<file path="src/rtl/alu_seq_if.sv">
// Handshake bundle between the datapath sequencer (master) and the ALU (slave).
interface alu_seq_if #(
  parameter int WIDTH = 8
);
  logic             in_valid;
  logic             in_ready;
  logic [WIDTH-1:0] a;
  logic [WIDTH-1:0] b;
  logic [3:0]       op;
  logic             out_valid;
  logic             out_ready;
  logic [WIDTH-1:0] y;
  logic             cf;
  logic             bf;
  logic             vf;
  logic             zf;
  logic             sf;
  logic             pf;

  modport master (
    output in_valid, a, b, op, out_ready,
    input  in_ready, out_valid, y, cf, bf, vf, zf, sf, pf
  );

  modport slave (
    input  in_valid, a, b, op, out_ready,
    output in_ready, out_valid, y, cf, bf, vf, zf, sf, pf
  );
endinterface

</file>
<file path="src/rtl/alu_seq.sv">
// Registered ALU with valid/ready handshakes, a single-entry result register,
// a persistent carry for multi-word ADC/SBC chains and a shift-add MUL.
//
// state   | meaning
// --------+------------------------------------------------------------
// ST_IDLE | ready for a new op (subject to result-register backpressure)
// ST_MUL  | iterating one partial product per cycle, in_ready held low
module alu_seq #(
  parameter int WIDTH = 8
) (
  input  logic     clk,
  input  logic     rst_n,
  alu_seq_if.slave bus
);
  localparam int             MSB = WIDTH - 1;
  localparam int             CW  = $clog2(WIDTH);
  localparam logic [WIDTH:0] ONE = {{WIDTH{1'b0}}, 1'b1};

  localparam logic [3:0] OP_ADD = 4'b0000;
  localparam logic [3:0] OP_SUB = 4'b0001;
  localparam logic [3:0] OP_AND = 4'b0010;
  localparam logic [3:0] OP_OR  = 4'b0011;
  localparam logic [3:0] OP_XOR = 4'b0100;
  localparam logic [3:0] OP_NOT = 4'b0101;
  localparam logic [3:0] OP_INC = 4'b0110;
  localparam logic [3:0] OP_DEC = 4'b0111;
  localparam logic [3:0] OP_SHL = 4'b1000;
  localparam logic [3:0] OP_SHR = 4'b1001;
  localparam logic [3:0] OP_ROL = 4'b1010;
  localparam logic [3:0] OP_ROR = 4'b1011;
  localparam logic [3:0] OP_ADC = 4'b1100;
  localparam logic [3:0] OP_SBC = 4'b1101;
  localparam logic [3:0] OP_CMP = 4'b1110;
  localparam logic [3:0] OP_MUL = 4'b1111;

  typedef enum logic {ST_IDLE, ST_MUL} state_t;

  state_t           state, state_nxt;
  logic [WIDTH-1:0] a, b;
  logic [3:0]       op;
  logic             in_ready, accept, is_mul, is_logic;
  logic             mul_busy, mul_step, mul_done;

  logic [WIDTH-1:0] mcand, acc_hi, acc_lo;
  logic [CW-1:0]    cnt;
  logic [WIDTH:0]   msum;
  logic [WIDTH-1:0] mhi_nxt, mlo_nxt;

  logic [WIDTH:0]   s_add, s_sub, s_inc, s_dec, s_adc, s_sbc;
  logic [WIDTH-1:0] alu_y, flag_src;
  logic             alu_cf, alu_bf, alu_vf, alu_zf, alu_sf, alu_pf;

  logic [WIDTH-1:0] res_y;
  logic             res_cf, res_bf, res_vf, res_zf, res_sf, res_pf;
  logic             load, c_upd;

  logic             out_valid, c_reg;
  logic [WIDTH-1:0] y_q;
  logic             cf_q, bf_q, vf_q, zf_q, sf_q, pf_q;

  assign a        = bus.a;
  assign b        = bus.b;
  assign op       = bus.op;
  assign is_mul   = (op == OP_MUL);
  assign is_logic = (op == OP_AND) || (op == OP_OR) || (op == OP_XOR) || (op == OP_NOT);
  assign in_ready = ~mul_busy & (~out_valid | bus.out_ready);
  assign accept   = bus.in_valid & in_ready;

  // State register for the MUL sequencer.
  always_ff @(posedge clk or negedge rst_n) begin
    if (!rst_n) state <= ST_IDLE;
    else        state <= state_nxt;
  end

  // Next-state and MUL control; the last step coincides with the result load.
  always_comb begin
    state_nxt = state;
    mul_busy  = 1'b0;
    mul_step  = 1'b0;
    mul_done  = 1'b0;
    case (state)
      ST_IDLE: if (accept && is_mul) state_nxt = ST_MUL;
      ST_MUL: begin
        mul_busy = 1'b1;
        mul_step = 1'b1;
        if (cnt == '0) begin
          mul_done  = 1'b1;
          state_nxt = ST_IDLE;
        end
      end
      default: state_nxt = ST_IDLE;
    endcase
  end

  // One shift-add step: {hi,lo} = ({hi + (lo[0] ? mcand : 0), lo}) >> 1.
  always_comb begin
    msum    = {1'b0, acc_hi} + {1'b0, {WIDTH{acc_lo[0]}} & mcand};
    mhi_nxt = msum[WIDTH:1];
    mlo_nxt = {msum[0], acc_lo[MSB:1]};
  end

  // Multiplier operand/accumulator registers; cnt counts down to the final step.
  always_ff @(posedge clk or negedge rst_n) begin
    if (!rst_n) begin
      mcand  <= '0;
      acc_hi <= '0;
      acc_lo <= '0;
      cnt    <= '0;
    end else if (accept && is_mul) begin
      mcand  <= a;
      acc_hi <= '0;
      acc_lo <= b;
      cnt    <= CW'(WIDTH - 1);
    end else if (mul_step) begin
      acc_hi <= mhi_nxt;
      acc_lo <= mlo_nxt;
      cnt    <= cnt - 1'b1;
    end
  end

  // Single-cycle ALU; CMP reports zf/sf/pf from the difference while y keeps a.
  always_comb begin
    s_add  = {1'b0, a} + {1'b0, b};
    s_sub  = {1'b0, a} + {1'b0, ~b} + ONE;
    s_inc  = {1'b0, a} + ONE;
    s_dec  = {1'b0, a} + {1'b0, {WIDTH{1'b1}}};
    s_adc  = {1'b0, a} + {1'b0, b} + {{WIDTH{1'b0}}, c_reg};
    s_sbc  = {1'b0, a} + {1'b0, ~b} + {{WIDTH{1'b0}}, c_reg};
    alu_y  = '0;
    alu_cf = 1'b0;
    alu_bf = 1'b0;
    alu_vf = 1'b0;
    case (op)
      OP_ADD: begin
        alu_y  = s_add[MSB:0];
        alu_cf = s_add[WIDTH];
        alu_vf = ~(a[MSB] ^ b[MSB]) & (a[MSB] ^ s_add[MSB]);
      end
      OP_SUB, OP_CMP: begin
        alu_y  = (op == OP_CMP) ? a : s_sub[MSB:0];
        alu_cf = s_sub[WIDTH];
        alu_bf = ~s_sub[WIDTH];
        alu_vf = (a[MSB] ^ b[MSB]) & (a[MSB] ^ s_sub[MSB]);
      end
      OP_AND: alu_y = a & b;
      OP_OR:  alu_y = a | b;
      OP_XOR: alu_y = a ^ b;
      OP_NOT: alu_y = ~a;
      OP_INC: begin
        alu_y  = s_inc[MSB:0];
        alu_cf = s_inc[WIDTH];
        alu_vf = ~a[MSB] & s_inc[MSB];
      end
      OP_DEC: begin
        alu_y  = s_dec[MSB:0];
        alu_cf = s_dec[WIDTH];
        alu_bf = ~s_dec[WIDTH];
        alu_vf = a[MSB] & ~s_dec[MSB];
      end
      OP_SHL: begin
        alu_y  = {a[MSB-1:0], 1'b0};
        alu_cf = a[MSB];
        alu_vf = a[MSB] ^ a[MSB-1];
      end
      OP_SHR: begin
        alu_y  = {1'b0, a[MSB:1]};
        alu_cf = a[0];
      end
      OP_ROL: begin
        alu_y  = {a[MSB-1:0], a[MSB]};
        alu_cf = a[MSB];
      end
      OP_ROR: begin
        alu_y  = {a[0], a[MSB:1]};
        alu_cf = a[0];
      end
      OP_ADC: begin
        alu_y  = s_adc[MSB:0];
        alu_cf = s_adc[WIDTH];
        alu_vf = ~(a[MSB] ^ b[MSB]) & (a[MSB] ^ s_adc[MSB]);
      end
      OP_SBC: begin
        alu_y  = s_sbc[MSB:0];
        alu_cf = s_sbc[WIDTH];
        alu_bf = ~s_sbc[WIDTH];
        alu_vf = (a[MSB] ^ b[MSB]) & (a[MSB] ^ s_sbc[MSB]);
      end
      default: alu_y = '0;
    endcase
    flag_src = (op == OP_CMP) ? s_sub[MSB:0] : alu_y;
    alu_zf   = (flag_src == '0);
    alu_sf   = flag_src[MSB];
    alu_pf   = ~^flag_src;
  end

  // Select what loads into the result register: finished MUL or the single-cycle ALU.
  always_comb begin
    load  = mul_done | (accept & ~is_mul);
    c_upd = mul_done | (accept & ~is_mul & ~is_logic);
    if (mul_done) begin
      res_y  = mlo_nxt;
      res_cf = |mhi_nxt;
      res_bf = 1'b0;
      res_vf = |mhi_nxt;
      res_zf = (mlo_nxt == '0);
      res_sf = mlo_nxt[MSB];
      res_pf = ~^mlo_nxt;
    end else begin
      res_y  = alu_y;
      res_cf = alu_cf;
      res_bf = alu_bf;
      res_vf = alu_vf;
      res_zf = alu_zf;
      res_sf = alu_sf;
      res_pf = alu_pf;
    end
  end

  // Result register and carry chain; a consume without a new load drops out_valid.
  always_ff @(posedge clk or negedge rst_n) begin
    if (!rst_n) begin
      out_valid <= 1'b0;
      c_reg     <= 1'b0;
      y_q       <= '0;
      cf_q      <= 1'b0;
      bf_q      <= 1'b0;
      vf_q      <= 1'b0;
      zf_q      <= 1'b0;
      sf_q      <= 1'b0;
      pf_q      <= 1'b0;
    end else begin
      if (load) begin
        out_valid <= 1'b1;
        y_q       <= res_y;
        cf_q      <= res_cf;
        bf_q      <= res_bf;
        vf_q      <= res_vf;
        zf_q      <= res_zf;
        sf_q      <= res_sf;
        pf_q      <= res_pf;
      end else if (out_valid && bus.out_ready) begin
        out_valid <= 1'b0;
      end
      if (c_upd) c_reg <= res_cf;
    end
  end

  assign bus.in_ready  = in_ready;
  assign bus.out_valid = out_valid;
  assign bus.y         = y_q;
  assign bus.cf        = cf_q;
  assign bus.bf        = bf_q;
  assign bus.vf        = vf_q;
  assign bus.zf        = zf_q;
  assign bus.sf        = sf_q;
  assign bus.pf        = pf_q;
endmodule

</file>
<file path="src/flat_wrapper.sv">
// flat-port wrapper written by rule: the top's interface ports become plain ports
module alu_seq_flat 
#(
  parameter int WIDTH = 8
)
  (clk, rst_n, bus_in_valid, bus_a, bus_b, bus_op, bus_out_ready, bus_in_ready, bus_out_valid, bus_y, bus_cf, bus_bf, bus_vf, bus_zf, bus_sf, bus_pf);
  alu_seq_if #(.WIDTH(WIDTH)) bus_i ();
  input  logic clk;
  input  logic rst_n;
  input wire logic [$bits(bus_i.in_valid)-1:0] bus_in_valid;
  input wire logic [$bits(bus_i.a)-1:0] bus_a;
  input wire logic [$bits(bus_i.b)-1:0] bus_b;
  input wire logic [$bits(bus_i.op)-1:0] bus_op;
  input wire logic [$bits(bus_i.out_ready)-1:0] bus_out_ready;
  output wire logic [$bits(bus_i.in_ready)-1:0] bus_in_ready;
  output wire logic [$bits(bus_i.out_valid)-1:0] bus_out_valid;
  output wire logic [$bits(bus_i.y)-1:0] bus_y;
  output wire logic [$bits(bus_i.cf)-1:0] bus_cf;
  output wire logic [$bits(bus_i.bf)-1:0] bus_bf;
  output wire logic [$bits(bus_i.vf)-1:0] bus_vf;
  output wire logic [$bits(bus_i.zf)-1:0] bus_zf;
  output wire logic [$bits(bus_i.sf)-1:0] bus_sf;
  output wire logic [$bits(bus_i.pf)-1:0] bus_pf;
  assign bus_i.in_valid = bus_in_valid;
  assign bus_i.a = bus_a;
  assign bus_i.b = bus_b;
  assign bus_i.op = bus_op;
  assign bus_i.out_ready = bus_out_ready;
  assign bus_in_ready = bus_i.in_ready;
  assign bus_out_valid = bus_i.out_valid;
  assign bus_y = bus_i.y;
  assign bus_cf = bus_i.cf;
  assign bus_bf = bus_i.bf;
  assign bus_vf = bus_i.vf;
  assign bus_zf = bus_i.zf;
  assign bus_sf = bus_i.sf;
  assign bus_pf = bus_i.pf;
  alu_seq #(.WIDTH(WIDTH)) u_core (.clk(clk), .rst_n(rst_n), .bus(bus_i));
endmodule
</file>
<file path="config.mk">
export PLATFORM = sky130hd
export DESIGN_NAME = alu_seq_flat
export DESIGN_NICKNAME = d
export VERILOG_FILES = /design/src/rtl/alu_seq_if.sv /design/src/rtl/alu_seq.sv /design/src/flat_wrapper.sv
export SDC_FILE = /design/constraint.sdc
export NUM_CORES = 1
export LEC_CHECK = 0
export CAP_MARGIN = 15
export CORE_MARGIN = 2
export CORE_UTILIZATION = 29
export CTS_CLUSTER_DIAMETER = 80
export CTS_CLUSTER_SIZE = 12
export DETAILED_ROUTE_END_ITERATION = 6
export PLACE_DENSITY_LB_ADDON = 0.25
export SYNTH_ARGS = -nofsm -noshare
export SYNTH_HDL_FRONTEND = slang
export SYNTH_SLANG_ARGS = --single-unit
</file>
<file path="constraint.sdc">
create_clock -name clk -period 3.78 [get_ports clk]
set_input_delay 0.756 -clock clk [delete_from_list [all_inputs] [get_ports clk]]
set_output_delay 0.756 -clock clk [all_outputs]
set_load 0.1 [all_outputs]
</file>
==> results_dict.tcl <==
set metrics [dict create \
    cts-buffers-inserted 5 \
    cts_tree "done" \
    synth_top_area_cell "sky130_fd_sc_hd__dfrtp_1" \
    timing.final.crit_share_pct 105 \
    grt_most_used_layer "met2" \
    fin_hold_ws_ns 0.473 \
    rsz0062_at_grt "yes" \
    timing.critical_path.from "bus_a[1]" \
    run_status "finished, violations left" \
    area_delta_synth_final_pct 52.4 \
    globalRoute.totalOverflow 0 \
    grt_max_degree 45 \
    path_cells "buf_8 > clkinvlp_4 > ha_4 > nand2b_4 > a2111oi_4 > nor3_2 > or3_4 > a221o_1 > a211o_1 > a211o_1 > o21ai_2 > ha_1 > xnor2_2 > xnor2_1 > nor2_1 > a211oi_1 > a21oi_1" \
    worst_r2r_path_depth 11 \
    timing.fmax_mhz 252 \
    mappedNetlistArea_sq_um 5320 \
    grt_pass1_vias 5761 \
    grt_first_pass_wirelength_mm 32.2 \
    synth_cell_type_count 65 \
    die_boundary_height_um 139 \
    yosysSeqAreaShare_pct 20.7 \
    cp-endpoint "u_core.bus.pf" \
    violations_in_the_final_reports "negative setup slack" \
    post_layout_total_power_w 0.00375 \
    detailed_placement_hpwl_mm 16.5 \
    placement.cell_area_sq_um 7340 \
    leakagePower_nw 3.71 \
    synthCells 696 \
    cell_count_along_the_critical_path 17 \
    synth_enable_flop_cells 0 \
    yosysWarnings 0 \
    antenna_violating_nets_post_route 0 \
    number_of_buffer_and_inverter_stages_on_the_critical_path 2 \
    rr_endpoint "u_core.bus.vf" \
    hold_viol 0 \
    dr.first_iter.drc_count 447 \
    rows 49 \
    min_path_cells 2 \
    gr-usage-met1_pct 29.9 \
    crit_required_ns 3.95 \
    antenna_violations_before_repair 0 \
    io_pins 40 \
    final_max_slew_viol_count 0 \
    synth_top_flop_cell "sky130_fd_sc_hd__dfrtp_1" \
    setup_ws_ns -0.191 \
    cpMostUsedCell "sky130_fd_sc_hd__a211o_1" \
    use_met3_pct 2.41 \
    startpoint_type "input port" \
    skew_ns 0.00490 \
    num_vias 6035 \
    end_kind "flip-flop" \
    fp.dieW_um 139 \
    clockBufferDepth 2 \
    worst_path_dominant_cell_family "compound AO/OA/AOI/OAI gates" \
    filler_cell_count 1810 \
    holdBufCountCts 0 \
    routed_via_density 5.26 \
    global_route.usage.met2_pct 32.6 \
    worst_skew_late_latency_ns 0.29 \
    fin_area_sq_um 8100 \
    slowest_delay_ns 0.42 \
    arrival_time_of_the_worst_setup_path_ns 4.14 \
    core_area_sq_um 18000 \
    ir_worst_vdd_v 0.000549 \
    grt_util_all_layers_pct 20.8 \
    synthesized_nets 777 \
    cts.sink_count 44 \
    h-tree-depth 2 \
    initial_utilization_pct 29.6 \
    synth_top_cells_by_area "sky130_fd_sc_hd__dfrtp_1, sky130_fd_sc_hd__ha_1, sky130_fd_sc_hd__nand2_1, sky130_fd_sc_hd__o21ai_0, sky130_fd_sc_hd__xnor2_1" \
    rr_startpoint "u_core.acc_lo[0]" \
    timing.critical_path.fanout_max 3 \
    synth_top_cell_area_share_pct 20.7 \
    final-setup-viol-count 1 \
    insertedDiodeCount 0 \
    number_of_detailed_route_iterations_in_the_first_pass 5 \
    cts-root-buf "sky130_fd_sc_hd__clkbuf_16" \
    synth_async_sr_flop_share_pct 100 \
    i_o_buffers 39 \
    tightestPinTransition_ns 1.02 \
    clkSlewWorstSetupHoldPaths_ns 0.06 \
    routedWlPerCell_um 17.9 \
    ys_ff_latch 44 \
    finalWeightedCongestion 0.978 \
    reg2reg_setup_slack_ns 0.37 \
    slowest_stage_cell_on_the_critical_path "sky130_fd_sc_hd__a2111oi_4" \
    finish.net_count 999 \
    design.die.area_sq_um 19400 \
    min-delay-path-class "flip-flop to flip-flop" \
    mean_post_synth_cell_area_sq_um 7.64 \
    drv.max_cap_violation_count 0 \
    detail_route.drc_violations 0 \
    finalCriticalPeriod_ns 3.97 \
    criticalPathCategory "input port to flip-flop" \
    power.density_nw_per_um2 463 \
    routed_wl_mm 20.5 \
    maxSlewHeadroom_pct 32.1 \
    final_layout_size_suffix_gt1_share_pct 35.3 \
]
-- kinds of logic after synthesis --
family | synth area share (%)
AND/OR/NAND/NOR | 23.3
AO/OA/AOI/OAI | 25.9
buffers and inverters | 6.21
adder cells (fa/ha/maj) | 13.8
flip-flops | 20.7
XOR/XNOR | 6.26
multiplexers | 3.77
-- power breakdown --
group | total (W) | leakage, nW | internal (W) | switching (W)
registers | 0.000834 | 0.557 | 0.000666 | 0.000168
clock network | 0.000440 | 0.0766 | 0.000261 | 0.000180
logic | 0.00248 | 3.08 | 0.000986 | 0.00149
total | 0.00375 | 3.71 | 0.00191 | 0.00184
-- routing by layer --
metal | part of all wire (%) | vias to the layer above
met5 | 0 | -
met4 | 2.9 | 0
met3 | 5.3 | 32
met2 | 45 | 172
met1 | 47 | 2852
li1 | - | 2979
-- layout make-up --
type	count	area, sq um	share of cell area (%)
clock inverters	2	10.0	0.124
multi-input cells	568	4380	54.0
well taps	229	287	3.54
flip-flops and latches	44	1100	13.6
repair buffers	257	2030	25.0
inverters	42	161	1.99
clock buffers	6	139	1.71
-- through the flow --
stage          setup WS (ns)  instances  utilization [%]  setup TNS, ns
5_1_grt               -0.357       1148             45.1         -0.364
4_1_cts               -0.181       1145             44.3         -0.187
6_report              -0.191       1148             45.1         -0.191
3_3_place_gp           -1.01       1112             40.8          -3.39
3_5_place_dp           -1.09       1112             40.8          -4.33
2_1_floorplan         -0.338        696                -         -0.338
-- what timing repair did --
item | 4_1_cts | 5_1_grt
resized for setup | 117 | 29
buffers inserted | 25 | 5
pin swaps | 36 | 24
setup endpoints to repair | 4 | 3
-- worst register-to-register path, stage by stage, from the launching register on --
cell	delay, ns
sky130_fd_sc_hd__dfrtp_1	0.45
sky130_fd_sc_hd__and2_1	0.18
sky130_fd_sc_hd__ha_1	0.20
sky130_fd_sc_hd__fa_1	0.40
sky130_fd_sc_hd__a211oi_1	0.30
sky130_fd_sc_hd__nor3b_1	0.11
sky130_fd_sc_hd__or3_1	0.33
sky130_fd_sc_hd__a21o_1	0.19
sky130_fd_sc_hd__a21oi_1	0.18
sky130_fd_sc_hd__a41oi_1	0.25
sky130_fd_sc_hd__or3_1	0.43
sky130_fd_sc_hd__a211o_1	0.27
-- cell usage in the layout, fill, tap and decap left out, drive strengths merged, types with 7 or more instances in the layout --
cell           count
a31oi             11
nor2b              8
a21oi             27
xnor2             26
and2              14
mux2i             20
clkbuf             7
and3               7
a22oi             12
o21ai             48
inv               41
ha                54
nor2              59
or3               10
nor3b              9
dfrtp             44
a21o              10
o211ai            11
nand4              7
nand3             12
xor2              12
buf              226
clkdlybuf4s50     21
a211o              8
a221oi             9
nor4               8
nand2             82
nor3              23
o21a               7
a211oi             8
-- how the worst min path moves through the flow --
stage,slack (ns),endpoint,startpoint
2_1_floorplan,0.44,u_core.mcand[7],u_core.mcand[7]
3_3_place_gp,0.45,u_core.mcand[7],u_core.mcand[7]
3_5_place_dp,0.46,u_core.mcand[7],u_core.mcand[7]
4_1_cts,0.48,u_core.mcand[7],u_core.mcand[7]
5_1_grt,0.51,u_core.mcand[7],u_core.mcand[7]
6_report,0.47,u_core.mcand[7],u_core.mcand[7]
-- synthesized netlist by cell type, types with 9 or more instances --
cell                       number
sky130_fd_sc_hd__clkbuf_1      29
sky130_fd_sc_hd__and2_1        14
sky130_fd_sc_hd__nor2_1        59
sky130_fd_sc_hd__nand3_1       12
sky130_fd_sc_hd__inv_1         41
sky130_fd_sc_hd__a21o_1        10
sky130_fd_sc_hd__o211ai_1      11
sky130_fd_sc_hd__mux2i_1       20
sky130_fd_sc_hd__xnor2_1       26
sky130_fd_sc_hd__o21ai_0       46
sky130_fd_sc_hd__nor3_1        23
sky130_fd_sc_hd__nand2_1       82
sky130_fd_sc_hd__a31oi_1       11
sky130_fd_sc_hd__dfrtp_1       44
sky130_fd_sc_hd__a22oi_1       12
sky130_fd_sc_hd__nor3b_1        9
sky130_fd_sc_hd__ha_1          54
sky130_fd_sc_hd__xor2_1        12
sky130_fd_sc_hd__a21oi_1       27
sky130_fd_sc_hd__or3_1         10
(Power assumes the default switching activity.)
==> RTL change (same settings) <==
Make the reset (`rst_n`) synchronous in 3 clocked blocks.
--- a/src/rtl/alu_seq.sv
+++ b/src/rtl/alu_seq.sv
@@ -67,7 +67,7 @@
   assign accept   = bus.in_valid & in_ready;
 
   // State register for the MUL sequencer.
-  always_ff @(posedge clk or negedge rst_n) begin
+  always_ff @(posedge clk) begin
     if (!rst_n) state <= ST_IDLE;
     else        state <= state_nxt;
   end
@@ -100,7 +100,7 @@
   end
 
   // Multiplier operand/accumulator registers; cnt counts down to the final step.
-  always_ff @(posedge clk or negedge rst_n) begin
+  always_ff @(posedge clk) begin
     if (!rst_n) begin
       mcand  <= '0;
       acc_hi <= '0;
@@ -217,7 +217,7 @@
   end
 
   // Result register and carry chain; a consume without a new load drops out_valid.
-  always_ff @(posedge clk or negedge rst_n) begin
+  always_ff @(posedge clk) begin
     if (!rst_n) begin
       out_valid <= 1'b0;
       c_reg     <= 1'b0;
Function: differs if rst_n is asserted again (counterexample within 4 cycles, from zero or initial values and one cycle with rst_n low); with rst_n held inactive, the same outputs for 4 cycles.
==> RTL change against the original RTL <==
The run still ends with setup timing left; synthesized cell count rose by 5.5%; core utilization fell by 2.1 points; sequential share of layout area fell by 2.2 points; non-clock buffer count fell by 12; sequential cell count did not move; synthesized area rose by 0.21%; design area fell by 4.4%; routed wire length barely moved; global-route usage rose by 0.17 points; setup slack got worse by 110 ps; largest cell class unchanged.
Power is not compared: it rests on default switching activity, and its combinational part moved more than twofold at a synthesized area within 25%.
==> RTL change: results (changes against the original RTL) <==
| Metric | Value |
|---|---|
| Outcome | `finished with violations` |
| Failing checks | `setup timing` |
| Hold path depth | `2 (unchanged)` |
| WP data arrival | `4210 ps (+70 ps)` |
| Pleak | `3.27 nW` |
| PortBufs | `39 (unchanged)` |
| Synth top cells by count | `79 x nand2_1, 57 x nor2_1, 54 x ha_1, 53 x a21oi_1, 44 x dfxtp_1` |
| H-Tree Depth | `2 (unchanged)` |
| Setup TNS | `-301 ps (-110 ps)` |
| Met3 routed WL | `831 µm (-23%)` |
| Worst-Skew Late Latency | `290 ps (about the same)` |
| Post-route setup slack | `-301 ps (-110 ps)` |
| Initial drt markers | `543 (+21%)` |
| Post-place setup slack | `-1210 ps (-126 ps)` |
| Mux cell area share after synthesis | `0.0225 (-0.0151)` |
| Adder-Cell Fraction of Synth Area | `0.138 (-0.000293)` |
| Netlist cell types | `76 (+17%)` |
| Top FF cell, synth | `dfxtp_1` |
| GR Util All Layers | `0.210 (+0.00168)` |
| Asr flop ratio synth | `0 (-1.00)` |
| Highest fanout seen on the critical path | `3 (unchanged)` |
| Fin. Hold Viols | `0 (unchanged)` |
| Post-Place Cells | `1149 (+3.3%)` |
| Routed wl met2 | `9.30 mm (+1.7%)` |
| Largest net degree at the start of global routing | `29 (-36%)` |
| Worst Clk Skew | `8.23 ps (+3.33 ps)` |
| Clk pin slew, worst setup/hold paths | `60 ps (about the same)` |
| Antenna violations before repair | `0 (unchanged)` |
| Number of global-route vias before repair | `5937 (+3.1%)` |
| Synth Warn # | `0 (unchanged)` |
| VDD IR max | `roughly 0.00030 V` |
| WL final | `20.5 mm (about the same)` |
| XOR/XNOR Fraction of Synth Area | `0.0723 (+0.00973)` |
| Syn nets | `815 (+4.9%)` |
| Final setup fails | `1 (unchanged)` |
| Compound-Gate Fraction of Synth Area | `0.267 (+0.00861)` |
| Finished Layout Cells | `1171 (+2.0%)` |
| RePlAce Congestion | `1.00 (+2.6%)` |
| Syn avg cell area | `7.26 µm² (-5.0%)` |
| HPWL Detailed | `16.7 mm (+1.5%)` |
| Global-route wire length before repair | `32.5 mm (+0.88%)` |
| Nets | `1022 (+2.3%)` |
| Clock buffer depth | `2 (unchanged)` |
| Metal1 wirelength | `10.0 mm (+3.1%)` |
| Ratio of cells with drive above 1 in the final layout | `0.303 (-0.0500)` |
| Highest Signal Layer | `met4` |
| 1st-pass router iterations | `5 (unchanged)` |
| Worst Tran Pin Value | `1010 ps (-13.1 ps)` |
| Post-synthesis sequential area ratio | `0.165 (-0.0418)` |
| Total CTS buffers | `5 (unchanged)` |
| Dominant cells by area after synthesis | `dfxtp_1 17%, ha_1 13%, nand2_1 5.6%, xnor2_1 5.3%, a21oi_1 5.0%` |
| Clock root cell | `clkbuf_16` |
| ANT cells | `0 (unchanged)` |
| Via-to-Cell Ratio | `5.24 (-0.36%)` |
| Worst R2R Path Depth | `14 (+3)` |
| Min-Delay Path Class | `reg -> reg` |
| Num rows | `49 (unchanged)` |
| Number of fill cells in the layout | `1934 (+6.9%)` |
==> RTL change: kinds of logic (layout without fill, tap and decap cells) <==
family,after synthesis,count (layout)
adders and majority gates,57,57
muxes,12,12
buffers and inverters,86,294
AOI/OAI and AO/OA,210,210
and+or+nand+nor,281,281
DFF,44,44
xor gates and xnor gates,44,44
==> RTL change: power breakdown <==
part	total [mW]	internal, mW	switching, mW
logic	1.17	0.527	0.644
registers	0.504	0.487	0.0171
clock network	0.438	0.260	0.178
total	2.11	1.27	0.839
==> RTL change: final cells by class <==
type                            instances  share of cell area
Clock inverter                          2             0.00129
Timing Repair Buffer                  245               0.248
Clock buffer                            6              0.0179
Multi-Input combinational cell        604               0.561
Tap cell                              229              0.0370
Sequential cell                        44               0.114
Inverter                               41              0.0215
==> RTL change: worst paths after layout <==
path                     from              end  slack [ps]
min reg2reg   u_core.mcand[6]  u_core.mcand[6]         450
min           u_core.mcand[6]  u_core.mcand[6]         450
max reg2reg  u_core.acc_lo[0]    u_core.bus.vf         670
max                  bus_b[0]    u_core.bus.pf        -300
==> RTL change: metrics by stage <==
stage / hold slack (ps) / util / cell area (µm²)
2_1_floorplan: 432 / - / 5450
3_3_place_gp: 438 / 0.407 / 7340
3_5_place_dp: 445 / 0.407 / 7340
4_1_cts: 454 / 0.428 / 7710
5_1_grt: 483 / 0.430 / 7750
6_report: 449 / 0.430 / 7750
==> RTL change: worst max-delay path, cell delays in order <==
cell      delay [ps]
buf_12            90
inv_6             30
ha_4             160
inv_2             60
fa_2             190
o21bai_1          90
nor4b_4          150
buf_4            130
or4_4            430
a221oi_4         330
nor2b_4          210
xor2_1            70
a211o_1          300
a211oi_2         200
a21o_1           150
ha_1             230
xnor2_1          170
xnor2_1          140
nor2_1            60
a211oi_1         170
a211oi_1          70
==> RTL change: timing repair <==
action	in CTS	in global routing
buffers inserted	13	3
gates resized for setup	92	7
setup endpoints to repair	7	5
pin swaps	23	5
==> RTL change: routing by layer <==
metal | GRT usage | vias to the layer above
met5 | 0 | -
met4 | 0.0563 | 0
met3 | 0.0162 | 23
met2 | 0.343 | 141
met1 | 0.299 | 2893
li1 | - | 3077
